<file path="config.mk">
export PLATFORM = sky130hd
export DESIGN_NAME = f6_adc_acq_flat
export DESIGN_NICKNAME = d
export VERILOG_FILES = /design/src/rtl/f6_pkg.sv /design/src/rtl/f6_adc_acq_if.sv /design/src/rtl/f6_sync2.sv /design/src/rtl/f6_adc_acq.sv /design/src/flat_wrapper.sv
export SDC_FILE = /design/constraint.sdc
export NUM_CORES = 1
export LEC_CHECK = 0
export BUFFER_PORTS_ARGS = -buffer_cell sky130_fd_sc_hd__buf_2
export CAP_MARGIN = 25
export CORE_UTILIZATION = 45
export DETAILED_ROUTE_END_ITERATION = 12
export PLACE_DENSITY_LB_ADDON = 0.08
export SYNTH_ARGS = -nofsm -noshare
export SYNTH_HDL_FRONTEND = slang
export SYNTH_SLANG_ARGS = --single-unit
</file>
<file path="constraint.sdc">
create_clock -name clk_clk -period 6.1 [get_ports clk_clk]
set_input_delay 1.83 -clock clk_clk [delete_from_list [all_inputs] [get_ports clk_clk]]
set_output_delay 1.83 -clock clk_clk [all_outputs]
set_load 0.1 [all_outputs]
</file>
<file path="src/rtl/f6_pkg.sv">
// Shared types and constants for the F6 actuator ADC acquisition path.
// Latency: n/a (declarations only).
// Backpressure: n/a.
package f6_pkg;

   // Frame sequencer states
   typedef enum logic [1:0] {
      IDLE  = 2'd0,
      SETUP = 2'd1,
      SHIFT = 2'd2,
      HOLD  = 2'd3
   } state_t;

   // clk_adc periods per conversion frame
   localparam int ADC_FRAME_CLKS   = 15;
   // clk_adc period that carries the null bit; data bits follow it MSB-first
   localparam int ADC_NULL_BIT_IDX = 3;
   // ADC result width
   localparam int ADC_BITS         = 12;

endpackage : f6_pkg

</file>
<file path="src/rtl/f6_adc_acq_if.sv">
// Bundles the ADC pins, the control inputs and the sample output of the acquisition block.
// Latency: n/a (wiring only).
// Backpressure: none; the sample consumer must take adc_data on the adc_valid strobe.
import f6_pkg::*;

interface f6_adc_acq_if #(
   parameter int N_BITS = ADC_BITS
);
   logic              start;
   logic              continuous;
   logic              data_in;
   logic              clk_adc;
   logic              cs_n;
   logic [N_BITS-1:0] adc_data;
   logic              adc_valid;
   logic              null_err;
   logic              busy;

   // Acquisition block side: takes requests and DOUT, drives the ADC and the sample
   modport master (
      input  start,
      input  continuous,
      input  data_in,
      output clk_adc,
      output cs_n,
      output adc_data,
      output adc_valid,
      output null_err,
      output busy
   );

   // Environment side: issues requests, models the ADC, consumes samples
   modport slave (
      output start,
      output continuous,
      output data_in,
      input  clk_adc,
      input  cs_n,
      input  adc_data,
      input  adc_valid,
      input  null_err,
      input  busy
   );
endinterface : f6_adc_acq_if

</file>
<file path="src/rtl/f6_sync2.sv">
// Two-flop synchroniser for asynchronous conduit inputs.
// Latency: 2 clk cycles.
// Backpressure: none.
module f6_sync2 #(
   parameter int       W       = 1,
   parameter logic     RST_VAL = 1'b0
) (
   input  logic         i_clk,
   input  logic         i_rst,
   input  logic [W-1:0] i_d,
   output logic [W-1:0] o_q
);
   logic [W-1:0] r_meta;
   logic [W-1:0] r_sync;

   // Metastability stage followed by the stable output stage
   always_ff @(posedge i_clk or posedge i_rst) begin
      if (i_rst) begin
         r_meta <= {W{RST_VAL}};
         r_sync <= {W{RST_VAL}};
      end else begin
         r_meta <= i_d;
         r_sync <= r_meta;
      end
   end

   assign o_q = r_sync;
endmodule : f6_sync2

</file>
<file path="src/rtl/f6_adc_acq.sv">
// MCP3201-style serial ADC sequencer: generates cs_n/clk_adc, deserialises 12 bits, checks the null bit.
// Latency: adc_valid 31*HALF_DIV cycles after cs_n falls; continuous frames every 31*HALF_DIV+CSH_CYCLES.
// Backpressure: none; start is ignored while busy, samples must be taken on the adc_valid strobe.
import f6_pkg::*;

module f6_adc_acq #(
   parameter int HALF_DIV   = 25,
   parameter int CSH_CYCLES = 50,
   parameter int N_BITS     = ADC_BITS
) (
   input  logic          clk_clk,
   input  logic          reset_reset,
   f6_adc_acq_if.master  bus
);
   localparam int CNT_MAX = (HALF_DIV > CSH_CYCLES) ? HALF_DIV : CSH_CYCLES;
   localparam int CNT_W   = $clog2(CNT_MAX);
   localparam int BIT_W   = 4;

   state_t              r_state;
   state_t              w_next;
   logic [CNT_W-1:0]    r_cnt;
   logic [BIT_W-1:0]    r_bit;
   logic                r_hi;
   logic [N_BITS-1:0]   r_shift;
   logic                r_ferr;
   logic [N_BITS-1:0]   r_adc_data;
   logic                r_adc_valid;
   logic                r_null_err;

   logic                w_din;
   logic                w_half_end;
   logic                w_csh_end;
   logic                w_sample;
   logic                w_frame_end;
   logic                w_cs_n;
   logic                w_clk_adc;
   logic                w_busy;

   // DOUT arrives from another clock domain; all sampling uses the synchronised copy
   f6_sync2 #(
      .W       (1),
      .RST_VAL (1'b0)
   ) u_sync_din (
      .i_clk (clk_clk),
      .i_rst (reset_reset),
      .i_d   (bus.data_in),
      .o_q   (w_din)
   );

   assign w_half_end  = (r_cnt == CNT_W'(HALF_DIV - 1));
   assign w_csh_end   = (r_cnt == CNT_W'(CSH_CYCLES - 1));
   // Last system cycle of a clk_adc high phase: DOUT has been stable for a whole half period
   assign w_sample    = (r_state == SHIFT) && r_hi && w_half_end;
   // Last low-phase cycle of the final clk_adc period
   assign w_frame_end = (r_state == SHIFT) && !r_hi && w_half_end &&
                        (r_bit == BIT_W'(ADC_FRAME_CLKS));

   // State register
   always_ff @(posedge clk_clk or posedge reset_reset) begin
      if (reset_reset) begin
         r_state <= IDLE;
      end else begin
         r_state <= w_next;
      end
   end

   // Next-state decode
   always_comb begin
      w_next = r_state;
      case (r_state)
         IDLE:  if (bus.start || bus.continuous) w_next = SETUP;
         SETUP: if (w_half_end)                  w_next = SHIFT;
         SHIFT: if (w_frame_end)                 w_next = HOLD;
         HOLD:  if (w_csh_end)                   w_next = bus.continuous ? SETUP : IDLE;
         default:                                w_next = IDLE;
      endcase
   end

   // Pin and status decode from the state; reset forces IDLE so pins idle immediately
   always_comb begin
      w_cs_n    = 1'b1;
      w_clk_adc = 1'b0;
      w_busy    = 1'b0;
      case (r_state)
         SETUP: begin
            w_cs_n = 1'b0;
            w_busy = 1'b1;
         end
         SHIFT: begin
            w_cs_n    = 1'b0;
            w_clk_adc = r_hi;
            w_busy    = 1'b1;
         end
         HOLD: begin
            w_busy = 1'b1;
         end
         default: begin
            w_cs_n    = 1'b1;
            w_clk_adc = 1'b0;
            w_busy    = 1'b0;
         end
      endcase
   end

   // Phase timer: restarts on every state change and on every clk_adc half-period boundary
   always_ff @(posedge clk_clk or posedge reset_reset) begin
      if (reset_reset) begin
         r_cnt <= '0;
      end else if ((r_state != w_next) || (r_state == IDLE) ||
                   ((r_state == SHIFT) && w_half_end)) begin
         r_cnt <= '0;
      end else begin
         r_cnt <= r_cnt + CNT_W'(1);
      end
   end

   // clk_adc phase and period index k (1..15, never wraps within a frame)
   always_ff @(posedge clk_clk or posedge reset_reset) begin
      if (reset_reset) begin
         r_hi  <= 1'b0;
         r_bit <= BIT_W'(1);
      end else if ((r_state == SETUP) && w_half_end) begin
         r_hi  <= 1'b1;
         r_bit <= BIT_W'(1);
      end else if (w_frame_end) begin
         r_hi  <= 1'b0;
      end else if ((r_state == SHIFT) && w_half_end) begin
         r_hi <= !r_hi;
         if (!r_hi) begin
            r_bit <= r_bit + BIT_W'(1);
         end
      end
   end

   // Null-bit check and MSB-first deserialisation; k=1,2 are the ADC's sample/Hi-Z periods
   always_ff @(posedge clk_clk or posedge reset_reset) begin
      if (reset_reset) begin
         r_shift <= '0;
         r_ferr  <= 1'b0;
      end else if (r_state == SETUP) begin
         r_ferr  <= 1'b0;
      end else if (w_sample) begin
         if ((r_bit == BIT_W'(ADC_NULL_BIT_IDX)) && w_din) begin
            r_ferr <= 1'b1;
         end
         if (r_bit > BIT_W'(ADC_NULL_BIT_IDX)) begin
            r_shift <= {r_shift[N_BITS-2:0], w_din};
         end
      end
   end

   // Sample publication: adc_data/null_err change only together with the one-cycle strobe
   always_ff @(posedge clk_clk or posedge reset_reset) begin
      if (reset_reset) begin
         r_adc_data  <= '0;
         r_null_err  <= 1'b0;
         r_adc_valid <= 1'b0;
      end else begin
         r_adc_valid <= w_frame_end;
         if (w_frame_end) begin
            r_adc_data <= r_shift;
            r_null_err <= r_ferr;
         end
      end
   end

   assign bus.cs_n      = w_cs_n;
   assign bus.clk_adc   = w_clk_adc;
   assign bus.busy      = w_busy;
   assign bus.adc_data  = r_adc_data;
   assign bus.adc_valid = r_adc_valid;
   assign bus.null_err  = r_null_err;
endmodule : f6_adc_acq

</file>
<file path="src/flat_wrapper.sv">
// flat-port wrapper written by rule: the top's interface ports become plain ports
module f6_adc_acq_flat 
#(
   parameter int HALF_DIV   = 25,
   parameter int CSH_CYCLES = 50,
   parameter int N_BITS     = ADC_BITS
)
  (clk_clk, reset_reset, bus_start, bus_continuous, bus_data_in, bus_clk_adc, bus_cs_n, bus_adc_data, bus_adc_valid, bus_null_err, bus_busy);
  f6_adc_acq_if #(.N_BITS(N_BITS)) bus_i ();
  input  logic clk_clk;
  input  logic reset_reset;
  input wire logic [$bits(bus_i.start)-1:0] bus_start;
  input wire logic [$bits(bus_i.continuous)-1:0] bus_continuous;
  input wire logic [$bits(bus_i.data_in)-1:0] bus_data_in;
  output wire logic [$bits(bus_i.clk_adc)-1:0] bus_clk_adc;
  output wire logic [$bits(bus_i.cs_n)-1:0] bus_cs_n;
  output wire logic [$bits(bus_i.adc_data)-1:0] bus_adc_data;
  output wire logic [$bits(bus_i.adc_valid)-1:0] bus_adc_valid;
  output wire logic [$bits(bus_i.null_err)-1:0] bus_null_err;
  output wire logic [$bits(bus_i.busy)-1:0] bus_busy;
  assign bus_i.start = bus_start;
  assign bus_i.continuous = bus_continuous;
  assign bus_i.data_in = bus_data_in;
  assign bus_clk_adc = bus_i.clk_adc;
  assign bus_cs_n = bus_i.cs_n;
  assign bus_adc_data = bus_i.adc_data;
  assign bus_adc_valid = bus_i.adc_valid;
  assign bus_null_err = bus_i.null_err;
  assign bus_busy = bus_i.busy;
  f6_adc_acq #(.HALF_DIV(HALF_DIV), .CSH_CYCLES(CSH_CYCLES), .N_BITS(N_BITS)) u_core (.clk_clk(clk_clk), .reset_reset(reset_reset), .bus(bus_i));
endmodule
</file>
# --- Yosys cells after proc, flatten, opt, wreduce, memory -nomap -nowiden ---
# Index checks and enable logic that the tools add are counted.
# Widths: inputs -> output; s select.
word_totals:
  output_inout_bits: 17
  reg_bits: 42
classes:
  magnitude_cmp: 1
  n_bitwise: 1
  n_mux: 20
  reduce_logical: 22
  addsub: 2
  eq_ne: 10
op_table:
  columns: ["operator", "n"]
  rows:
  - ["$mux 4", 4]
  - ["$mux 1", 10]
  - ["$logic_and 1x1->1", 8]
  - ["$mux 2", 4]
  - ["$pmux 2 s4", 1]
  - ["$add 6x1->6 const B", 1]
  - ["$eq 6x5->1 const B", 1]
  - ["$eq 6x6->1 const B", 1]
  - ["$mux 6", 1]
  - ["$reduce_and 3->1", 2]
  - ["$reduce_bool 2->1", 3]
  - ["$add 4x1->4 const B", 1]
  - ["$eq 2x2->1 const B", 2]
  - ["$eq 4x2->1 const B", 1]
  - ["$eq 4x4->1 const B", 1]
  - ["$gt 4x2->1 const B", 1]
  - ["$ne 2x2->1 const B", 2]
  - ["$logic_or 1x1->1", 3]
  - ["$reduce_bool 3->1", 1]
  - ["$reduce_or 3->1", 1]
  - ["$eq 2x1->1 const B", 1]
  - ["$logic_not 2->1", 1]
  - ["$ne 2x2->1", 1]
  - ["$reduce_and 2->1", 1]
  - ["3 further kinds", 3]

# --- Depth between registers and ports, before layout ---
# Gate-level depths: netlist of run 1.
depth:
  ltp_word: 10
  ltp_mapped: 8
  mapped_depth_nobuf: 7

# --- Hierarchy ---
# A second synthesis of run 1 with hierarchy kept.
unflattened:
  hier_cells: 162
  area_unflattened_um2: 2031.9
by_module_without_submodules:
  columns: ["module", "cells_each", "n_inst", "area_per_inst_um2"]
  rows:
  - ["f6_adc_acq", 159, 1, 1978.1]
  - ["f6_sync2", 3, 1, 53.8]

# --- Worst setup path before layout of run 1 ---
# No wires, ideal clock.
synth_timing:
  path_kind: "reg2out"
  start: "register u_core.r_state[0]"
  end: "output bus_clk_adc"
  t_required_ns: 4.270
  t_arrival_ns: 1.508
  stages_incl_launch_ff: 4
  path_buffers: 0
  path_slack_ns: 2.762
  cell_sequence: "dfrtp_1 > inv_1 > ha_1 > and2_1"
synth_between:
  elab_chain_cells: 2
synth_rtl:
  columns: ["element", "line", "source"]
  rows:
  - ["start, declared", "f6_adc_acq.sv:19", "state_t r_state;"]
  - ["start signal, assigned", "f6_adc_acq.sv:63", "r_state <= w_next;"]
  - ["$eq 2x2->1", "f6_adc_acq.sv:84", "case (r_state)"]
  - ["$mux 1", "f6_adc_acq.sv:84", null]
  - ["end, declared", "flat_wrapper.sv:15", "output wire logic [$bits(bus_i.clk_adc)-1:0] bus_clk_adc;"]
# No other way between the ends.

# --- Worst setup path after layout of run 1 ---
# Same ends and word-level chain as after synthesis.

==> results of run 1 <==
[worst min-delay path by stage]
stage | to | slack [ps] | cells after the start | startpoint
3_3_place_gp | u_core.u_sync_din.o_q | 330 | 0 | u_core.u_sync_din.r_meta
6_report | u_core.u_sync_din.o_q | 350 | 0 | u_core.u_sync_din.r_meta
5_1_grt | u_core.u_sync_din.o_q | 370 | 0 | u_core.u_sync_din.r_meta
3_5_place_dp | u_core.u_sync_din.o_q | 330 | 0 | u_core.u_sync_din.r_meta
4_1_cts | u_core.u_sync_din.o_q | 350 | 0 | u_core.u_sync_din.r_meta
2_1_floorplan | u_core.u_sync_din.o_q | 330 | 0 | u_core.u_sync_din.r_meta
[layer usage]
layer	track usage, %	part of all wire, %
met4	7.81	1.4
met2	25.2	45
met3	4.93	3.6
met5	0	0
met1	23.4	50
[sequential cells by signal, summed over array words and instances, names as in the netlist, 2 cells and up]
signal / cells
u_core.bus.adc_data: 12
u_core.r_bit: 4
u_core.r_cnt: 6
u_core.r_shift: 12
u_core.r_state: 2
[worst max-delay path: cells and delay by family, from the launching register on]
kind / cells / cell delay (ps)
fa+ha+maj: 1 / 230
buf+inv: 2 / 590
simple gates: 1 / 150
flops: 1 / 440
[stage by stage]
step	instances	area (um^2)	power (mW)	worst slack [ps]	hold WS [ps]
5_1_grt	231	2240	0.487	2460	365
3_3_place_gp	223	2150	0.294	2930	332
4_1_cts	231	2240	0.475	2540	355
2_1_floorplan	153	2000	0.290	2760	331
3_5_place_dp	223	2150	0.294	2880	335
6_report	231	2240	0.469	2550	354
[placed cells by master (no fill, tap or decap), drive strengths merged, types with 2 or more instances in the layout]
| cell type | count |
|---|---|
| o21ai | 2 |
| a31oi | 2 |
| mux2 | 25 |
| dfrtp | 41 |
| nor4 | 4 |
| nor2 | 15 |
| o31ai | 2 |
| xor2 | 4 |
| nand2b | 2 |
| nand3b | 2 |
| inv | 10 |
| nor3 | 3 |
| buf | 22 |
| or3b | 2 |
| nand2 | 5 |
| clkbuf | 5 |
| nand3 | 3 |
| clkinv | 2 |
| xnor2 | 3 |
| ha | 10 |
| and3 | 2 |
[report_power, final]
| group | switching, mW | internal, mW | leakage, nW |
|---|---|---|---|
| Combinational | 0.00687 | 0.00249 | 0.589 |
| Sequential | 0.000204 | 0.279 | 0.555 |
| Clock | 0.0995 | 0.0806 | 0.0483 |
[layout make-up]
| cell class | instances | area share [%] |
|---|---|---|
| clock buffers | 5 | 3.08 |
| clock inverters | 3 | 0.839 |
| inverters | 9 | 1.51 |
| multi-input cells | 100 | 39.7 |
| flip-flops and latches | 42 | 47.1 |
| well taps | 50 | 2.80 |
| repair buffers | 22 | 5.04 |
[cells in the mapped netlist, drive strengths merged]
cell type and number:
or3b 2, mux2 25, dfstp 1, nor3b 1
o31ai 2, o21bai 1, inv 9, nor4 4
a31oi 2, nor3 3, and2 1, nor2 15
xnor2 3, nand3 3, nand3b 2, o21ai 2
nor4b 1, a211oi 1, nand4 1, a21o 1
or2 1, nand2 5, o32ai 1, a41oi 1
a311o 1, mux2i 1, ha 10, o211ai 1
dfrtp 41, nand2b 2, xor2 4, buf 2
o2bb2ai 1, and3 2
[cells by family (layout without fill, tap and decap cells)]
| kind of cell | count (synthesis) | count (layout) | synth area share, % |
|---|---|---|---|
| flip-flops | 42 | 42 | 52.7 |
| multiplexers | 26 | 26 | 14.6 |
| AND/OR/NAND/NOR | 43 | 43 | 14.5 |
| buffers and inverters | 11 | 39 | 2.82 |
| AO/OA/AOI/OAI | 14 | 14 | 5.96 |
| adder cells (fa/ha/maj) | 10 | 10 | 6.27 |
| XOR/XNOR | 7 | 7 | 3.07 |
==> metrics, run 1 <==
status=complete, no violations; worst vdd ir=136 uV; port bufs=21; RSZ-0062 raised after global routing=no; Layout Nets=approximately 200; sequential fraction of the synthesis area=between 50% and 60%; worst path cell trace=inv_1, ha_1, and2_1, buf_2; pin count of the biggest net entering global routing=between 40 and 50; share of layout cells above drive strength 1=around 32%; depth of the CTS H-tree=2; critical path data arrival time=between 1500 and 2000 ps; setup violators final=0; Clock Skew=~9.3 ps; Final Wtd Congestion=~0.86; grt ovf=0; Worst Hold Class=reg2reg; Final Hold Vio Count=0; routed len/inst=around 15 um; # IOs=22; DP Wirelength=roughly 2300 um; Synth area leader=dfrtp_1; fill count=363; multi-input logic area=around 900 um^2; Tot GR Track Use=about 17%; # Post-CTS Setup Buffers=0; Worst path max stage delay=around 440 ps; startpoint type of the worst setup path=register; initial antenna violation count=0; Core Util, Final=a little over half; Setup Total Neg Slack=0 ps; Post-Syn Nets=around 170; clk slew on worst S/H paths=~90 ps; P_leak=around 1.2 nW; pwr dens=210 nW/um^2; vias in the first global route=1185; DR vias/cell=roughly 5.3; CTS Hold Bufs=0; R2R setup slack=approximately 3700 ps; Gate Count Post-Synth=between 150 and 200; cells on worst reg2reg path=5; clock buffer depth=2; ranking of synthesized cells by area=dfrtp_1 (51%), mux2_2 (8.5%), ha_1 (6.3%), mux2_1 (5.6%), nor2_1 (2.6%); Max FO, Critical Path=6; Initial Util=between 40 and 50%; WS Path Type=reg2out; chip height=68.6 um; Slew HR=35.9%; drt total wl=around 3400 um; DRC viols=0; clk sink count=between 40 and 50; post-synth top area share=about half; CP max stage cell=dfrtp_1; RR Startpoint=u_core.r_state[0]; area occupied by registers=between 1000 and 1500 um^2; chip width=around 70 um; RR Endpoint=u_core.bus.adc_data[10]; synthesis-stage register bit count=42; Yosys cell types=42; Setup crit end kind=output port; first-pass GRT wire length=approximately 5800 um; Yosys warning total=0; Worst-Margin Slew=roughly 950 ps; Routed Antenna Nets=0; total CTS buffers=5; Final period util=58.1%; Pre-antenna DRT Iters=4; CP Launch Point=u_core.r_state[0]; Worst-Skew Late Latency=300 ps; post_cts resized=0; mapped cell area=between 1500 and 2000 um^2; Pins Over Slew Limit=0; CTS tree=yes; row cnt=23; Peak Freq=between 0.2 and 0.3 GHz; Area Growth Syn to Fin=12.0%; crit path time final=3550 ps; CP Data Required Time=4270 ps; Antenna Diode Count=0; core footprint=slightly above 4000 um^2; routed via count=~1200; DR iter-0 viols=68; Post-Syn Area per Cell=13.0 um^2; CTS root buf=clkbuf_8; Worst Setup EP=bus_clk_adc; die area=4710 um^2; Max Cap Violations=0
(Power assumes the default switching activity.)
==> run 2: changes to the inputs <==
--- a/config.mk
+++ b/config.mk
@@ -5,6 +5,7 @@
 export SDC_FILE = /design/constraint.sdc
 export NUM_CORES = 1
 export LEC_CHECK = 0
+export ABC_AREA = 1
 export BUFFER_PORTS_ARGS = -buffer_cell sky130_fd_sc_hd__buf_2
 export CAP_MARGIN = 25
 export CORE_UTILIZATION = 45
==> constraint.sdc (replaced) <==
create_clock -name clk_clk -period 3.3 [get_ports clk_clk]
set_input_delay 0.99 -clock clk_clk [delete_from_list [all_inputs] [get_ports clk_clk]]
set_output_delay 0.99 -clock clk_clk [all_outputs]
set_load 0.1 [all_outputs]
==> metrics, run 2 <==
Routed Antenna Nets=0 (unchanged); DRC viols=0 (unchanged); clock power share=48.1% (+9.7 points); NetSw=0.199 mW (+87%); top sig layer=met4; Met2 Routed Length=1560 um (+2.2%); worst path cell trace=inv_1, ha_1, nand2_1, inv_1, buf_2; Worst Hold Class=reg2reg; Setup Total Neg Slack=0 ps (unchanged); setup violators final=0 (unchanged); Final Hold Vio Count=0 (unchanged); CTS root buf=clkbuf_8; DP Wirelength=2260 um (-3.8%); Most used DFF post-synth=dfrtp_1; clk sink count=42 (unchanged); WS Path Type=reg2out; Worst Path Buf+Inv=3 (+1); Final Wtd Congestion=0.783 (-9.1%); most common cell after layout, fill and taps aside=nand2_1; Seq pwr share=50.6% (-9.0 points); Max Cap Violations=0 (unchanged); clk slew on worst S/H paths=90 ps (about the same); drt total wl=3360 um (-1.1%); Gate Count Post-Synth=215 (+41%); chip width=69.4 um (+1.1%); fin cells=293 (+27%); # IOs=22 (unchanged); Slew HR=64.2% (+28 points); Post-Syn Nets=230 (+37%); RR Endpoint=u_core.r_cnt[2]; initial antenna violation count=0 (unchanged); number of synthesized flops with an enable pin=0 (unchanged); total CTS buffers=5 (unchanged); chip height=69.4 um (+1.1%); Pre-antenna DRT Iters=4 (unchanged); Peak Freq=around 0.35 GHz; ranking of synthesized cells by area=dfrtp_1 (50%), nand2_1 (7.7%), ha_1 (6.1%), inv_1 (5.7%), o21ai_0 (3.4%); Inst Count DP=285 (+28%); first-pass GRT wire length=5980 um (+3.1%); critical path's most frequent cell=inv_1; Int Pwr=0.821 mW (+130%); grt ovf=0 (unchanged); Max FO, Critical Path=7 (+1); routed len/inst=11.5 um (-22%); CP Data Required Time=2310 ps (-1960 ps); Yosys warning total=0 (unchanged); Comb pwr share=1.3% (-0.7 points); Antenna Diode Count=0 (unchanged); port bufs=21 (unchanged); routed via count=1375 (+12%); share of layout cells above drive strength 1=24.9% (-7.1 points); CTS tree=yes; P_leak=1.18 nW (-0.89%); DR vias/cell=4.69 (-12%); DR iter-0 viols=72 (+5.9%); delay-heaviest family, CP=buffers and inverters; status=complete, no violations; met3 wire length=117 um (-4.9%); ys async rst share=100% (unchanged); Synth area leader=dfrtp_1; WHS Path Cells=0 (unchanged); Layout Nets=255 (+31%); Worst-Skew Late Latency=300 ps (about the same); row cnt=24 (+4.3%); cell with the most instances after synthesis=nand2_1; CTS Hold Bufs=0 (unchanged); Worst Hold End=u_core.u_sync_din.o_q; critical path data arrival time=1880 ps (+160 ps); crit path time final=2870 ps; Setup crit end kind=output port; Post-Syn Area per Cell=9.50 um^2 (-27%); post-synth top area share=50.2% (-1.2 points); die area=4810 um^2 (+2.3%); post_cts resized=0 (unchanged); Worst path max stage delay=450 ps (about the same); Area Growth Syn to Fin=14.2%; depth of the CTS H-tree=2 (unchanged); switch share=19.5% (-3.2 points); pwr dens=437 nW/um^2 (+110%); # Post-CTS Setup Buffers=0 (unchanged); mapped cell area=2040 um^2 (+2.4%); pin count of the biggest net entering global routing=43 (unchanged); core footprint=4350 um^2 (+5.8%); placed cell areas=2200 um^2 (+2.2%); cells on worst reg2reg path=10 (+5); CP max stage cell=dfrtp_1; vias in the first global route=1332 (+12%); synthesis-stage register bit count=42 (unchanged); final std cell area, no fill=2330 um^2 (+4.4%); sequential fraction of the synthesis area=51.5% (-1.2 points); RR Startpoint=u_core.r_bit[0]; most frequent cells in the layout=nand2_1 (42), dfrtp_1 (41), inv_1 (31); Initial Util=46.9% (-1.6 points); Pins Over Slew Limit=0 (unchanged); worst vdd ir=248 uV (+82%); R2R setup slack=1310 ps (-2390 ps); startpoint type of the worst setup path=register; clock buffer depth=2 (unchanged); RSZ-0062 raised after global routing=no; hold path startpoint=u_core.u_sync_din.r_meta; most instantiated cells after synthesis=nand2_1 (42), dfrtp_1 (41), inv_1 (31); Clock Skew=6.12 ps (-3.23 ps); Tot GR Track Use=15.7% (-1.5 points); Worst-Margin Slew=537 ps (-418 ps); Yosys cell types=32 (-24%); WL met1=1630 um (-4.5%); Final period util=between 80% and 90%
-- run 2: per-stage QoR --
step                util, %  hold slack (ps)  worst slack, ps  total power [mW]
floorplan                 -              331              711             0.534
global placement       50.4              353              763             0.541
detailed placement     50.4              356              741             0.541
CTS                    53.6              376              408              1.04
global route           53.6              381              301              1.05
finish                 53.6              372              427              1.02
-- run 2: cells by family after synthesis --
logic type | count (synthesis) | synth area share [%]
and+or+nand+nor | 84 | 22.6
DFF | 42 | 51.5
AOI/OAI and AO/OA | 37 | 10.2
buffers and inverters | 37 | 7.41
adders and majority gates | 10 | 6.12
xor gates and xnor gates | 5 | 2.14
-- run 2: final cells by class --
| class | count | area [um^2] |
|---|---|---|
| tap | 52 | 65.1 |
| inverter | 33 | 126 |
| fill | 401 | 2020 |
| timing repair buffer | 22 | 113 |
| multi-input combinational | 136 | 840 |
| clock buffer | 5 | 68.8 |
| sequential | 42 | 1050 |
| clock inverter | 3 | 68.8 |
-- run 2: how the worst max path moves through the flow --
stage / cells after the start / slack [ps] / from / endpoint
after floorplan: 4 / 710 / u_core.r_state[0] / bus_clk_adc
after global placement: 5 / 760 / u_core.r_state[0] / bus_clk_adc
after detailed placement: 5 / 740 / u_core.r_state[0] / bus_clk_adc
after CTS: 5 / 410 / u_core.r_state[0] / bus_clk_adc
after global routing: 5 / 300 / u_core.r_state[0] / bus_clk_adc
final: 5 / 430 / u_core.r_state[0] / bus_clk_adc
-- run 2: worst register-to-register path: stages, from the launching register on --
cell and delay (ps):
dfstp_2 550, ha_1 210, nand2_1 120, nor3_4 180
nand3_4 270, nand2_2 170, nor2_4 50, nand2_2 60
nand3_2 80, nand3_4 160, nor2_2 50
-- run 2: power by group through the flow --
stage          registers (mW)  logic (mW)  clock network (mW)
2_1_floorplan           0.526     0.00797                   0
3_3_place_gp            0.526      0.0148                   0
3_5_place_dp            0.526      0.0147                   0
4_1_cts                 0.516      0.0147               0.506
5_1_grt                 0.516      0.0163               0.515
6_report                0.516      0.0136               0.491
-- run 2: metal layers --
| layer | vias to the layer above | global-route usage (%) |
|---|---|---|
| met3 | 7 | 3.92 |
| met5 | - | 0 |
| li1 | 718 | - |
| met4 | 0 | 6.12 |
| met2 | 27 | 24.9 |
| met1 | 623 | 20.7 |
==> run 3: changes to the inputs <==
==> constraint.sdc (replaced) <==
create_clock -name clk_clk -period 3.1 [get_ports clk_clk]
set_input_delay 0.93 -clock clk_clk [delete_from_list [all_inputs] [get_ports clk_clk]]
set_output_delay 0.93 -clock clk_clk [all_outputs]
set_load 0.1 [all_outputs]
==> metrics, run 3 (synthesis results as in run 2) <==
Pins Over Slew Limit=0 (unchanged); cells on worst reg2reg path=10 (unchanged); fill count=413 (+3.0%); Final period util=90.6%; Worst path max stage delay=460 ps (about the same); routed len/inst=10.9 um (-5.3%); clk slew on worst S/H paths=80 ps (about the same); vias in the first global route=1356 (+1.8%); Setup crit end kind=output port; clk sink count=42 (unchanged); chip height=69.4 um (unchanged); Worst Hold Class=reg2reg; CP Data Required Time=2170 ps (-140 ps); Worst-Margin Slew=532 ps (-4.95 ps); share of layout cells above drive strength 1=24.9% (unchanged); depth of the CTS H-tree=2 (unchanged); RR Endpoint=u_core.r_cnt[2]; delay-heaviest family, CP=buffers and inverters; clock power share=39.5% (-8.6 points); CTS Hold Bufs=0 (unchanged); RR Startpoint=u_core.r_bit[0]; Inst Count DP=285 (unchanged); most frequent cells in the layout=nand2_1 (42), dfrtp_1 (41), inv_1 (31); DP Wirelength=2190 um (-3.1%); port bufs=21 (unchanged); CTS tree=yes; first-pass GRT wire length=5910 um (-1.0%); Clock Skew=7.25 ps (+1.13 ps); critical path's most frequent cell=inv_1; Final Hold Vio Count=0 (unchanged); worst vdd ir=295 uV (+19%); die area=4810 um^2 (unchanged); Setup Total Neg Slack=0 ps (unchanged); worst path cell trace=inv_1, ha_1, nand2_1, inv_1, buf_2; chip width=69.4 um (unchanged); Layout Nets=255 (unchanged); setup violators final=0 (unchanged); pin count of the biggest net entering global routing=43 (unchanged); Worst-Skew Late Latency=290 ps (about the same); total CTS buffers=5 (unchanged); row cnt=24 (unchanged); Antenna Diode Count=0 (unchanged); routed via count=1357 (-1.3%); initial antenna violation count=0 (unchanged); hold path startpoint=u_core.u_sync_din.r_meta; area occupied by registers=1050 um^2 (unchanged); WHS Path Cells=0 (unchanged); DR iter-0 viols=98 (+36%); R2R setup slack=1140 ps (-170 ps); overall power=0.931 mW (-8.8%); post_cts resized=0 (unchanged); NetSw=0.201 mW (+0.69%); Routed Antenna Nets=0 (unchanged); Max Cap Violations=0 (unchanged); DRC viols=0 (unchanged); critical path data arrival time=1880 ps (about the same); CP max stage cell=dfrtp_1; status=complete, no violations; # IOs=22 (unchanged); Hold Worst Slack=378 ps (+6.21 ps); startpoint type of the worst setup path=register; Slew HR=64.5% (+0.33 points); fin cells=293 (unchanged); RSZ-0062 raised after global routing=no; Peak Freq=approximately 0.36 GHz; WS Path Type=reg2out; clock buffer depth=2 (unchanged); Critical Path Stages=5 (unchanged); multi-input logic area=840 um^2 (unchanged); Worst Hold End=u_core.u_sync_din.o_q; core footprint=4350 um^2 (unchanged); Tot GR Track Use=15.3% (-0.40 points); CTS root buf=clkbuf_8; Seq pwr share=59.0% (+8.4 points); Pre-antenna DRT Iters=4 (unchanged); most common cell after layout, fill and taps aside=nand2_1; switch share=21.5% (+2.0 points); CP Launch Point=u_core.r_state[0]; Final Wtd Congestion=0.796 (+1.7%); grt ovf=0 (unchanged); crit path time final=around 2800 ps; Int Pwr=0.731 mW (-11%); # Post-CTS Setup Buffers=0 (unchanged); Comb pwr share=1.6% (+0.3 points); Area Growth Syn to Fin=12.1%; pwr dens=406 nW/um^2 (-7.1%); DR vias/cell=4.63 (-1.3%); drt total wl=3180 um (-5.3%); Initial Util=46.9% (unchanged); Worst Path Buf+Inv=3 (unchanged); P_leak=1.16 nW (-1.8%); Max FO, Critical Path=7 (unchanged)
==> run 3: cell types whose count changed in the layout (fill, tap and decap cells not counted) <==
cell / before / now
clkinvlp_4: 0 / 1
clkbuf_8: 5 / 6
clkinv_4: 1 / 0
bufinv_16: 2 / 0
clkinv_2: 0 / 1
==> run 3: area by class of cell <==
cell class / instances / area share [%]
clock buffers: 6 / 3.60
clock inverters: 2 / 0.546
inverters: 33 / 5.52
multi-input cells: 136 / 36.6
flip-flops and latches: 42 / 45.9
well taps: 52 / 2.84
repair buffers: 22 / 4.92
==> run 3: worst max-delay path by stage <==
stage                             end  slack (ps)
after floorplan           bus_clk_adc         570
after global placement    bus_clk_adc         630
after detailed placement  bus_clk_adc         620
after CTS                 bus_clk_adc         280
after global routing      bus_clk_adc         160
final                     bus_clk_adc         290
==> run 3: power groups by stage <==
stage	logic [mW]	registers [mW]	clock network (mW)
2_1_floorplan	0.00848	0.560	0
3_3_place_gp	0.0156	0.560	0
3_5_place_dp	0.0157	0.560	0
4_1_cts	0.0157	0.549	0.386
5_1_grt	0.0175	0.550	0.405
6_report	0.0145	0.549	0.368
==> run 3: layer usage <==
| metal | GRT usage [%] | up-vias | part of all wire (%) |
|---|---|---|---|
| li1 | - | 720 | - |
| met1 | 20.0 | 611 | 49 |
| met5 | 0 | - | 0 |
| met2 | 25.0 | 24 | 47 |
| met4 | 4.08 | 0 | 0.41 |
| met3 | 4.36 | 2 | 3.5 |
==> run 3: worst register-to-register path: cells and delay by family, from the launching register on <==
kind / cells / cell delay (ps)
simple gates: 9 / 1090
flops: 1 / 550
fa+ha+maj: 1 / 200
==> run 3: stage by stage <==
stage          cell area, um^2  util [%]  worst slack, ps
2_1_floorplan             2040         -              571
3_3_place_gp              2200      50.4              627
3_5_place_dp              2200      50.4              617
4_1_cts                   2290      52.6              282
5_1_grt                   2290      52.6              155
6_report                  2290      52.6              292
